==> src/rtl/xbar_out_arbiter.sv <==
// rtl/xbar_out_arbiter.sv - round-robin, packet-locked output-port arbiter and mux for the stream crossbar
// Optional registered 2-entry skid buffer on the outputs: define XBAR_ARB_OUT_REG_EN.
module xbar_out_arbiter #(
    parameter int  S_DATA_COUNT = 2,
    parameter int  T_DATA_WIDTH = 8,
    localparam int T_ID_WIDTH   = $clog2(S_DATA_COUNT)
) (
    input  logic                    clk_i,
    input  logic                    rst_n_i,
    input  logic [S_DATA_COUNT-1:0] req_i,
    input  logic [T_DATA_WIDTH-1:0] s_data_i [S_DATA_COUNT-1:0],
    input  logic [S_DATA_COUNT-1:0] s_last_i,
    output logic [S_DATA_COUNT-1:0] s_ready_o,
    output logic [T_DATA_WIDTH-1:0] m_data_o,
    output logic                    m_last_o,
    output logic [T_ID_WIDTH-1:0]   m_id_o,
    output logic                    m_valid_o,
    input  logic                    m_ready_i
);

    typedef enum logic {IDLE, LOCKED} state_t;

    state_t                  state_q, state_d;
    logic [T_ID_WIDTH-1:0]   lock_id_q, lock_id_d;
    logic [T_ID_WIDTH-1:0]   last_gnt_q, last_gnt_d;
    logic [T_ID_WIDTH-1:0]   rr_gnt, gnt;
    logic                    v, hs, stage_ready;
    logic [T_DATA_WIDTH-1:0] sel_data;
    logic                    sel_last;

    // Round-robin search starting one past the last master that finished a packet.
    always_comb begin
        logic                  found;
        logic [T_ID_WIDTH-1:0] idx;
        rr_gnt = '0;
        found  = 1'b0;
        for (int k = 1; k <= S_DATA_COUNT; k++) begin
            idx = T_ID_WIDTH'((int'(last_gnt_q) + k) % S_DATA_COUNT);
            if (!found && req_i[idx]) begin
                rr_gnt = idx;
                found  = 1'b1;
            end
        end
    end

    // Valid is forced low during reset so nothing is offered or accepted.
    always_comb begin
        gnt = (state_q == LOCKED) ? lock_id_q : rr_gnt;
        v   = rst_n_i & ((state_q == LOCKED) ? req_i[lock_id_q] : |req_i);
    end

    assign sel_data  = s_data_i[gnt];
    assign sel_last  = s_last_i[gnt];
    assign hs        = v & stage_ready;
    assign s_ready_o = hs ? (S_DATA_COUNT'(1) << gnt) : '0;

    always_comb begin
        state_d    = state_q;
        lock_id_d  = lock_id_q;
        last_gnt_d = last_gnt_q;
        case (state_q)
            IDLE: begin
                if (hs) begin
                    if (sel_last) begin
                        last_gnt_d = gnt;
                    end else begin
                        state_d   = LOCKED;
                        lock_id_d = gnt;
                    end
                end
            end
            LOCKED: begin
                if (hs && sel_last) begin
                    state_d    = IDLE;
                    last_gnt_d = lock_id_q;
                end
            end
            default: state_d = IDLE;
        endcase
    end

    always_ff @(posedge clk_i or negedge rst_n_i) begin
        if (!rst_n_i) begin
            state_q    <= IDLE;
            lock_id_q  <= '0;
            last_gnt_q <= T_ID_WIDTH'(S_DATA_COUNT - 1);
        end else begin
            state_q    <= state_d;
            lock_id_q  <= lock_id_d;
            last_gnt_q <= last_gnt_d;
        end
    end

`ifdef XBAR_ARB_OUT_REG_EN
    logic                    head_v, tail_v, pop;
    logic [T_DATA_WIDTH-1:0] head_data, tail_data;
    logic                    head_last, tail_last;
    logic [T_ID_WIDTH-1:0]   head_id, tail_id;

    // Head drives the outputs; tail only fills when the head is stalled.
    assign stage_ready = ~tail_v;
    assign pop         = head_v & m_ready_i;

    always_ff @(posedge clk_i or negedge rst_n_i) begin
        if (!rst_n_i) begin
            head_v    <= 1'b0;
            tail_v    <= 1'b0;
            head_data <= '0;
            tail_data <= '0;
            head_last <= 1'b0;
            tail_last <= 1'b0;
            head_id   <= '0;
            tail_id   <= '0;
        end else if (pop) begin
            if (tail_v) begin
                head_data <= tail_data;
                head_last <= tail_last;
                head_id   <= tail_id;
                tail_v    <= 1'b0;
            end else if (hs) begin
                head_data <= sel_data;
                head_last <= sel_last;
                head_id   <= gnt;
            end else begin
                head_v <= 1'b0;
            end
        end else if (hs) begin
            if (!head_v) begin
                head_data <= sel_data;
                head_last <= sel_last;
                head_id   <= gnt;
                head_v    <= 1'b1;
            end else begin
                tail_data <= sel_data;
                tail_last <= sel_last;
                tail_id   <= gnt;
                tail_v    <= 1'b1;
            end
        end
    end

    assign m_valid_o = head_v;
    assign m_data_o  = head_data;
    assign m_last_o  = head_last;
    assign m_id_o    = head_id;
`else
    assign stage_ready = m_ready_i;
    assign m_valid_o   = v;
    assign m_data_o    = sel_data;
    assign m_last_o    = sel_last;
    assign m_id_o      = gnt;
`endif

endmodule

==> config.mk <==
export PLATFORM = sky130hd
export DESIGN_NAME = xbar_out_arbiter
export DESIGN_NICKNAME = d
export VERILOG_FILES = /design/src/rtl/xbar_out_arbiter.sv
export SDC_FILE = /design/constraint.sdc
export NUM_CORES = 1
export LEC_CHECK = 0
export ABC_AREA = 1
export CORE_AREA = 2 2 39 41
export DETAILED_ROUTE_END_ITERATION = 6
export DIE_AREA = 0 0 41 43
export MAX_ROUTING_LAYER = met4
export PLACE_DENSITY_LB_ADDON = 0.25
export REMOVE_ABC_BUFFERS = 1
export SETUP_SLACK_MARGIN = 0.05
export SLEW_MARGIN = 0
export SYNTH_ARGS = -nofsm -noshare
export SYNTH_HDL_FRONTEND = slang
export SYNTH_SLANG_ARGS = --single-unit
==> constraint.sdc <==
create_clock -name clk_i -period 1.2 [get_ports clk_i]
set_input_delay 0.18 -clock clk_i [delete_from_list [all_inputs] [get_ports clk_i]]
set_output_delay 0.18 -clock clk_i [all_outputs]
set_load 0.02 [all_outputs]
==> metrics.log, run 1 <==
[metrics] top cells by instance count after synthesis: sky130_fd_sc_hd__nand2_1, sky130_fd_sc_hd__inv_1, sky130_fd_sc_hd__nand2_2
[metrics] remaining global-route overflow: 0
[metrics] wire length after detailed routing: around 1.5 mm
[metrics] post-layout instance area: 987.2 um2
[metrics] Std-Cell Rows: 14
[metrics] global-route wire length before repair: between 2 and 2.5 mm
[metrics] post-synthesis xor/xnor area fraction: 0%
[metrics] Yosys cell types: 12
[metrics] maximum capacitance violations: 0
[metrics] number of iterations in the first detailed-routing pass: 4
[metrics] required time at the endpoint of the critical path: ~1.0 ns
[metrics] worst r2r path cells: 9
[metrics] Max clock buf depth: 2
[metrics] IO Pins: 36
[metrics] Mapped Avg Cell Area: approximately 5.2 um2
[metrics] share of Yosys cell area claimed by the top area cell type: approximately 43%
[metrics] Critical Path, Cell by Cell: nand2_2 -> buf_4 -> nand2_8 -> buf_6 -> nand2_4 -> nand2_2 -> buf_6
[metrics] gp weighted congestion: between 0.7 and 0.8
[metrics] cell with the most instances after synthesis: sky130_fd_sc_hd__nand2_1
[metrics] worst-case vdd ir drop: 1.161 mV
[metrics] fraction of final layout cells with drive strength greater than 1: a little under three fifths
[metrics] clock transition time at the flip-flop clock pins of the worst setup and hold paths: 0.04 ns
[metrics] initial antenna violation count: 0
[metrics] worst min-delay path class: in2async
[metrics] shortest clock period the worst path allows after layout: 1.593 ns
[metrics] worst-path fanout max: 6
[metrics] endpoints failing hold: 0
[metrics] clk_lat worst skew: about 0.23 ns
[metrics] arithmetic-cell share of the synthesized area counting full adders, half adders and majority gates: 0%
[metrics] cell at the root of the clock tree: sky130_fd_sc_hd__clkbuf_4
[metrics] cts bufs inserted: 3
[metrics] unrepaired setup endpoints after global routing: yes
[metrics] simple-gate share of the synthesized area: between 60% and 70%
[metrics] startpoint type of the worst setup path: register
[metrics] most area-consuming cells after synthesis: sky130_fd_sc_hd__nand2_1, sky130_fd_sc_hd__dfrtp_1, sky130_fd_sc_hd__dfstp_2
[metrics] number of buffers inserted by port buffering: 35
[metrics] share of async-settable or async-resettable flops after synthesis: 100.0%
[metrics] die outline height: 43 um
[metrics] layout filler cell count: approximately 110
[metrics] Initial DRC Count: 6
[metrics] dominant register cell in the synthesized netlist: sky130_fd_sc_hd__dfrtp_1
[metrics] area delta synth->final: 194.4%
[metrics] post-detailed-placement half-perimeter wirelength: 997.9 um
[metrics] crit path kind: reg2out
[metrics] post-route ant nets: 0
[metrics] global-route usage over all layers: around 19%
[metrics] post-synthesis sequential element count: 3
[metrics] Final Hold Slack: around 0.28 ns
[metrics] dominant combinational cell family by area after synthesis: simple AND/OR/NAND/NOR gates
[metrics] netlist area before placement: between 300 and 400 um2
[metrics] Pleak: slightly above 0.0005 uW
[metrics] yosys synthesis warning count: 0
[metrics] Crit path largest cell delay: 0.44 ns
[metrics] worst reg2reg path endpoint: last_gnt_q
[metrics] routed length per placed instance: between 10 and 15 um
[metrics] area enclosed by the die boundary: ~0.0018 mm2
[metrics] CTS HTree Levels: 1
[metrics] status: finished, violations left
[metrics] skew final: roughly 0.0012 ns
[metrics] sequential fraction of the synthesis area: between 20 and 25%
[metrics] via count of the first global-routing pass: 530
[metrics] number of diodes: 0
[metrics] mux cell area share after synthesis: 0%
[metrics] start of the worst register-to-register path: last_gnt_q
[metrics] number of hold buffers added after cts: 0
[metrics] Core Footprint: around 0.0014 mm2
[metrics] DRC violation count after routing: 0
[metrics] CTS tree: yes
[metrics] Area after DPL: roughly 780 um2
[metrics] cell count after synthesis: 64
[metrics] endpoint kind of the worst setup timing path: output pin
[metrics] Period Utilization, post-route: 132.7%
[metrics] final critical-path setup slack: -0.3926 ns
[metrics] pwr/cell area: just under 2000 mW/mm2
[metrics] net total in the final layout: 140
[metrics] WP data arrival: approximately 1.4 ns
[metrics] number of enable flip-flop cells after synthesis: 0
[metrics] maximum clock frequency: 0.6279 GHz
[metrics] violations in the final reports: setup timing
[metrics] max-slew violations: 0
[metrics] routed vias: between 500 and 600
[metrics] x dimension of the die: about 41 um
[metrics] worst setup path endpoint: m_data_o[7]
[metrics] Initial Utilization: approximately a quarter
[metrics] worst-case headroom to the max-slew limit: between 80 and 90%
[metrics] average via count per standard cell: 4.288
[metrics] transition time at the pin with the least slew margin: between 0.2 and 0.25 ns
[metrics] pin count of the biggest net entering global routing: 10
[metrics] compound-gate portion of the synthesized area: approximately 1.5%
[metrics] most area-hungry cell type in the Yosys netlist: sky130_fd_sc_hd__nand2_1
[metrics] slowest stage cell on the critical path: sky130_fd_sc_hd__dfrtp_1
[metrics] setup violation total in the final timing report: 16
[metrics] flop2flop setup slack: -0.12 ns
[metrics] number of sinks handled by clock tree synthesis: 3
-- repair_timing --
| item | 4_1_cts | 5_1_grt |
|---|---|---|
| gates resized for setup | 105 | 19 |
| setup endpoints to repair | 16 | 16 |
| pin swaps | 15 | 5 |
| setup buffers | 3 | 3 |
-- layout by cell type, fill, tap and decap left out, drive strengths merged --
| master | synthesis | layout |
|---|---|---|
| dlymetal6s2s | 0 | 1 |
| o21ai | 1 | 1 |
| nand3 | 4 | 4 |
| dfrtp | 2 | 2 |
| dfstp | 1 | 1 |
| clkdlybuf4s50 | 0 | 21 |
| nand4 | 2 | 2 |
| inv | 8 | 8 |
| nor2 | 3 | 3 |
| buf | 1 | 27 |
| clkbuf | 0 | 4 |
| nand2 | 42 | 42 |
-- cells by family after synthesis --
kind of cell,count (synthesis)
AOI/OAI and AO/OA,1
buffers and inverters,9
DFF,3
and+or+nand+nor,51
-- critical path: cells and delay by family (launching register included) --
kind          cells  cell delay [ns]
flops             1             0.44
buf+inv           3             0.43
simple gates      4             0.32
-- power breakdown --
part           switching, uW  total, uW  internal (uW)
clock                   47.4        172            124
combinational            796       1550            755
sequential              52.2        211            159
-- routing by layer --
metal  wire (um)  track usage (%)  vias up
li1            -                -      297
met1         579            23.15      260
met2         896            28.75        7
met3          18            1.571        2
met4          25            8.667        0
met5           0                -        -
-- through the flow --
stage / TNS [ns] / util (%) / setup WS, ns / total power [uW] / instances
3_5_place_dp: -10.30 / 56.42 / -0.7882 / 1330 / 125
2_1_floorplan: -1.978 / - / -0.2013 / 722.6 / 63
6_report: -4.913 / 71.34 / -0.3926 / 1933 / 132
4_1_cts: -4.214 / 65.73 / -0.3384 / 1753 / 131
5_1_grt: -5.792 / 71.34 / -0.4436 / 2062 / 132
3_3_place_gp: -9.859 / 56.42 / -0.7550 / 1327 / 125
-- layout make-up --
cell class / instances / area, um2 / area share, %
Clock buffer: 4 / 26.28 / 2.662
Multi-Input combinational cell: 52 / 339.1 / 34.35
Timing Repair Buffer: 49 / 490.5 / 49.68
Tap cell: 16 / 20.02 / 2.028
Sequential cell: 3 / 76.32 / 7.731
Inverter: 8 / 35.03 / 3.549
-- worst min path at each step --
stage	from	end	slack [ns]
3_5_place_dp	last_gnt_q	last_gnt_q	0.46
6_report	rst_n_i	lock_id_q	0.28
5_1_grt	rst_n_i	lock_id_q	0.29
3_3_place_gp	last_gnt_q	last_gnt_q	0.46
2_1_floorplan	rst_n_i	async pin	-0.12
4_1_cts	rst_n_i	lock_id_q	0.28
(Power assumes the default switching activity.)
==> run 2: changes to the inputs <==
--- a/config.mk
+++ b/config.mk
@@ -6,9 +6,11 @@
 export NUM_CORES = 1
 export LEC_CHECK = 0
 export ABC_AREA = 1
-export CORE_AREA = 2 2 39 41
+export CELL_PAD_IN_SITES_DETAIL_PLACEMENT = 1
+export CELL_PAD_IN_SITES_GLOBAL_PLACEMENT = 1
+export CORE_MARGIN = 2
+export CORE_UTILIZATION = 15
 export DETAILED_ROUTE_END_ITERATION = 6
-export DIE_AREA = 0 0 41 43
 export MAX_ROUTING_LAYER = met4
 export PLACE_DENSITY_LB_ADDON = 0.25
 export REMOVE_ABC_BUFFERS = 1
==> run 2 against run 1 <==
The run still ends with setup timing left. Clock power grew 3%. Final cell count grew 17%. Register-to-register slack lost 0.15 ns. Via count grew 16%. Sequential power shrank 3%. Worst setup slack gained 0.0045 ns. Die area grew 49%. Global-route usage shrank 2.1 points. Sequential share of layout area shrank 0.97 points. Utilization shrank 19 points. Critical path depth shrank 1. Fmax grew 0.29%.
==> metrics.log, run 2 (synthesis results as in run 1) <==
[metrics] Area after DPL: 803.3 um2 (+2.9%)
[metrics] Pleak: 0.0005781 uW (+13%)
[metrics] transition time at the pin with the least slew margin: 0.1824 ns (-0.02696 ns)
[metrics] endpoints failing hold: 0 (unchanged)
[metrics] leading cell types in the layout, fill and taps excluded: sky130_fd_sc_hd__clkdlybuf4s50_1, sky130_fd_sc_hd__nand2_2, sky130_fd_sc_hd__buf_4, sky130_fd_sc_hd__nand2_1, sky130_fd_sc_hd__buf_6
[metrics] number of hold buffers added after cts: 0 (unchanged)
[metrics] Crit path largest cell delay: 0.53 ns (+0.09 ns)
[metrics] maximum capacitance violations: 0 (unchanged)
[metrics] clock transition time at the flip-flop clock pins of the worst setup and hold paths: 0.04 ns (about the same)
[metrics] required time at the endpoint of the critical path: 1.02 ns (about the same)
[metrics] startpoint type of the worst setup path: register
[metrics] worst min-delay path class: in2async
[metrics] number of buffer and inverter stages on the critical path: 2 (-1)
[metrics] number of buffers inserted by port buffering: 35 (unchanged)
[metrics] number of diodes: 0 (unchanged)
[metrics] slowest stage cell on the critical path: sky130_fd_sc_hd__dfstp_2
[metrics] routed vias: 655 (+16%)
[metrics] IO Pins: 36 (unchanged)
[metrics] initial antenna violation count: 0 (unchanged)
[metrics] Std-Cell Rows: 17 (+3)
[metrics] most common cell after layout, fill and taps aside: sky130_fd_sc_hd__clkdlybuf4s50_1
[metrics] WP data arrival: 1.41 ns (about the same)
[metrics] skew final: 0.0003311 ns (-0.0008692 ns)
[metrics] max-slew violations: 0 (unchanged)
[metrics] worst-case headroom to the max-slew limit: 87.84% (+1.8 points)
[metrics] violations in the final reports: setup timing
[metrics] final critical-path setup slack: -0.3880 ns (+0.004547 ns)
[metrics] worst-case vdd ir drop: 1.081 mV (-6.8%)
[metrics] worst r2r path cells: 10 (+1)
[metrics] unrepaired setup endpoints after global routing: yes
[metrics] fraction of final layout cells with drive strength greater than 1: 60.32% (+3.4 points)
[metrics] Max clock buf depth: 2 (unchanged)
[metrics] Period Utilization, post-route: 132.3% (-0.38 points)
[metrics] status: finished, violations left
[metrics] Core Footprint: 0.002170 mm2 (+57%)
[metrics] area enclosed by the die boundary: 0.002630 mm2 (+49%)
[metrics] setup violation total in the final timing report: 16 (unchanged)
[metrics] area delta synth->final: 236.6%
[metrics] post-route ant nets: 0 (unchanged)
[metrics] post-detailed-placement half-perimeter wirelength: 1.336 mm (+34%)
[metrics] cts bufs inserted: 3 (unchanged)
[metrics] die outline height: 51.28 um (+19%)
[metrics] Critical Path, Cell by Cell: nand2_2 -> nand3_4 -> nand2_8 -> buf_16 -> nor2_4 -> buf_6
[metrics] pwr/cell area: 2033 mW/mm2 (+3.8%)
[metrics] Top Family by Delay on Critical Path: flip-flops
[metrics] endpoint kind of the worst setup timing path: output pin
[metrics] clk_lat worst skew: 0.23 ns (about the same)
[metrics] wire length after detailed routing: 1.919 mm (+26%)
[metrics] number of iterations in the first detailed-routing pass: 1 (-3)
[metrics] CTS tree: yes
[metrics] total negative slack: -4.981 ns (-0.06735 ns)
[metrics] number of sinks handled by clock tree synthesis: 3 (unchanged)
[metrics] Initial Utilization: 15.46% (-8.8 points)
[metrics] cell at the root of the clock tree: sky130_fd_sc_hd__clkbuf_4
[metrics] remaining global-route overflow: 0 (unchanged)
[metrics] post-layout instance area: 0.001129 mm2 (+14%)
[metrics] average via count per standard cell: 4.253 (-0.81%)
[metrics] CTS HTree Levels: 1 (unchanged)
[metrics] global-route usage over all layers: 16.42% (-2.1 points)
[metrics] FF+latch area: 76.32 um2 (unchanged)
[metrics] shortest clock period the worst path allows after layout: 1.588 ns (-0.004547 ns)
[metrics] maximum clock frequency: 0.6297 GHz (+0.29%)
[metrics] DRC violation count after routing: 0 (unchanged)
[metrics] net total in the final layout: 150 (+7.1%)
[metrics] routed length per placed instance: 12.46 um (+8.2%)
[metrics] final instance count without filler cells: 154 (+17%)
[metrics] cell count along the critical path: 6 (-1)
[metrics] pin count of the biggest net entering global routing: 10 (unchanged)
[metrics] gp weighted congestion: 0.7518 (-4.3%)
[metrics] Initial DRC Count: 0 (-6)
[metrics] area of the multi-input gates: 364.1 um2 (+7.4%)
[metrics] crit path kind: reg2out
[metrics] x dimension of the die: 51.28 um (+25%)
[metrics] layout filler cell count: 279 (+160%)
[metrics] Placed Instances: 138 (+10%)
[metrics] worst-path fanout max: 5 (-1)
[metrics] via count of the first global-routing pass: 765 (+44%)
[metrics] flop2flop setup slack: -0.27 ns (-0.15 ns)
[metrics] worst reg2reg path endpoint: lock_id_q
[metrics] start of the worst register-to-register path: last_gnt_q
[metrics] global-route wire length before repair: 3.036 mm (+37%)
run 2: cell count changes in the layout (fill, tap and decap cells not counted), sizes merged:
cell / delta
buf: +10
dlygate4sd2: +1
dlymetal6s2s: -1
run 2: area by class of cell:
cell class | count | area share, %
Tap cell | 28 | 3.104
Timing Repair Buffer | 59 | 52.44
Inverter | 8 | 3.104
Sequential cell | 3 | 6.763
Clock buffer | 4 | 2.328
Multi-Input combinational cell | 52 | 32.26
run 2: timing repair:
item | 4_1_cts | 5_1_grt
gates resized for setup | 119 | 13
buffers inserted | 10 | 3
gates cloned | 1 | 0
pin swaps | 15 | 6
setup endpoints to repair | 16 | 16
run 2: through the flow:
step,util (%),hold slack (ns),setup WS [ns],power [uW]
final,52.02,0.2673,-0.3880,2295
after global routing,52.02,0.2708,-0.4398,2458
after CTS,49.19,0.2698,-0.3991,2163
after detailed placement,37.02,0.4816,-0.8579,1368
after global placement,37.02,0.4589,-0.7888,1348
after floorplan,-,-0.1156,-0.2013,722.6
run 2: worst max path at each step:
| stage | from | endpoint |
|---|---|---|
| after detailed placement | req_i[0] | s_ready_o[0] |
| after global placement | req_i[1] | m_data_o[7] |
| after CTS | last_gnt_q | m_data_o[0] |
| after global routing | last_gnt_q | s_ready_o[0] |
| after floorplan | register | s_ready_o[1] |
| final | last_gnt_q | s_ready_o[0] |
run 2: where the power goes:
| part | internal, uW | switching [uW] |
|---|---|---|
| Clock | 125 | 53.8 |
| Sequential | 160 | 44.1 |
| Combinational | 1010 | 907 |
| Total | 1290 | 1000 |
run 2: per-layer routing:
metal	GRT usage, %	wire [um]	up-vias	share of wire [%]
li1	-	-	317	-
met1	15.25	674	292	35
met2	31.60	997	40	52
met3	2.047	163	6	8.5
met4	10.09	84	0	4.4
met5	-	0	-	0
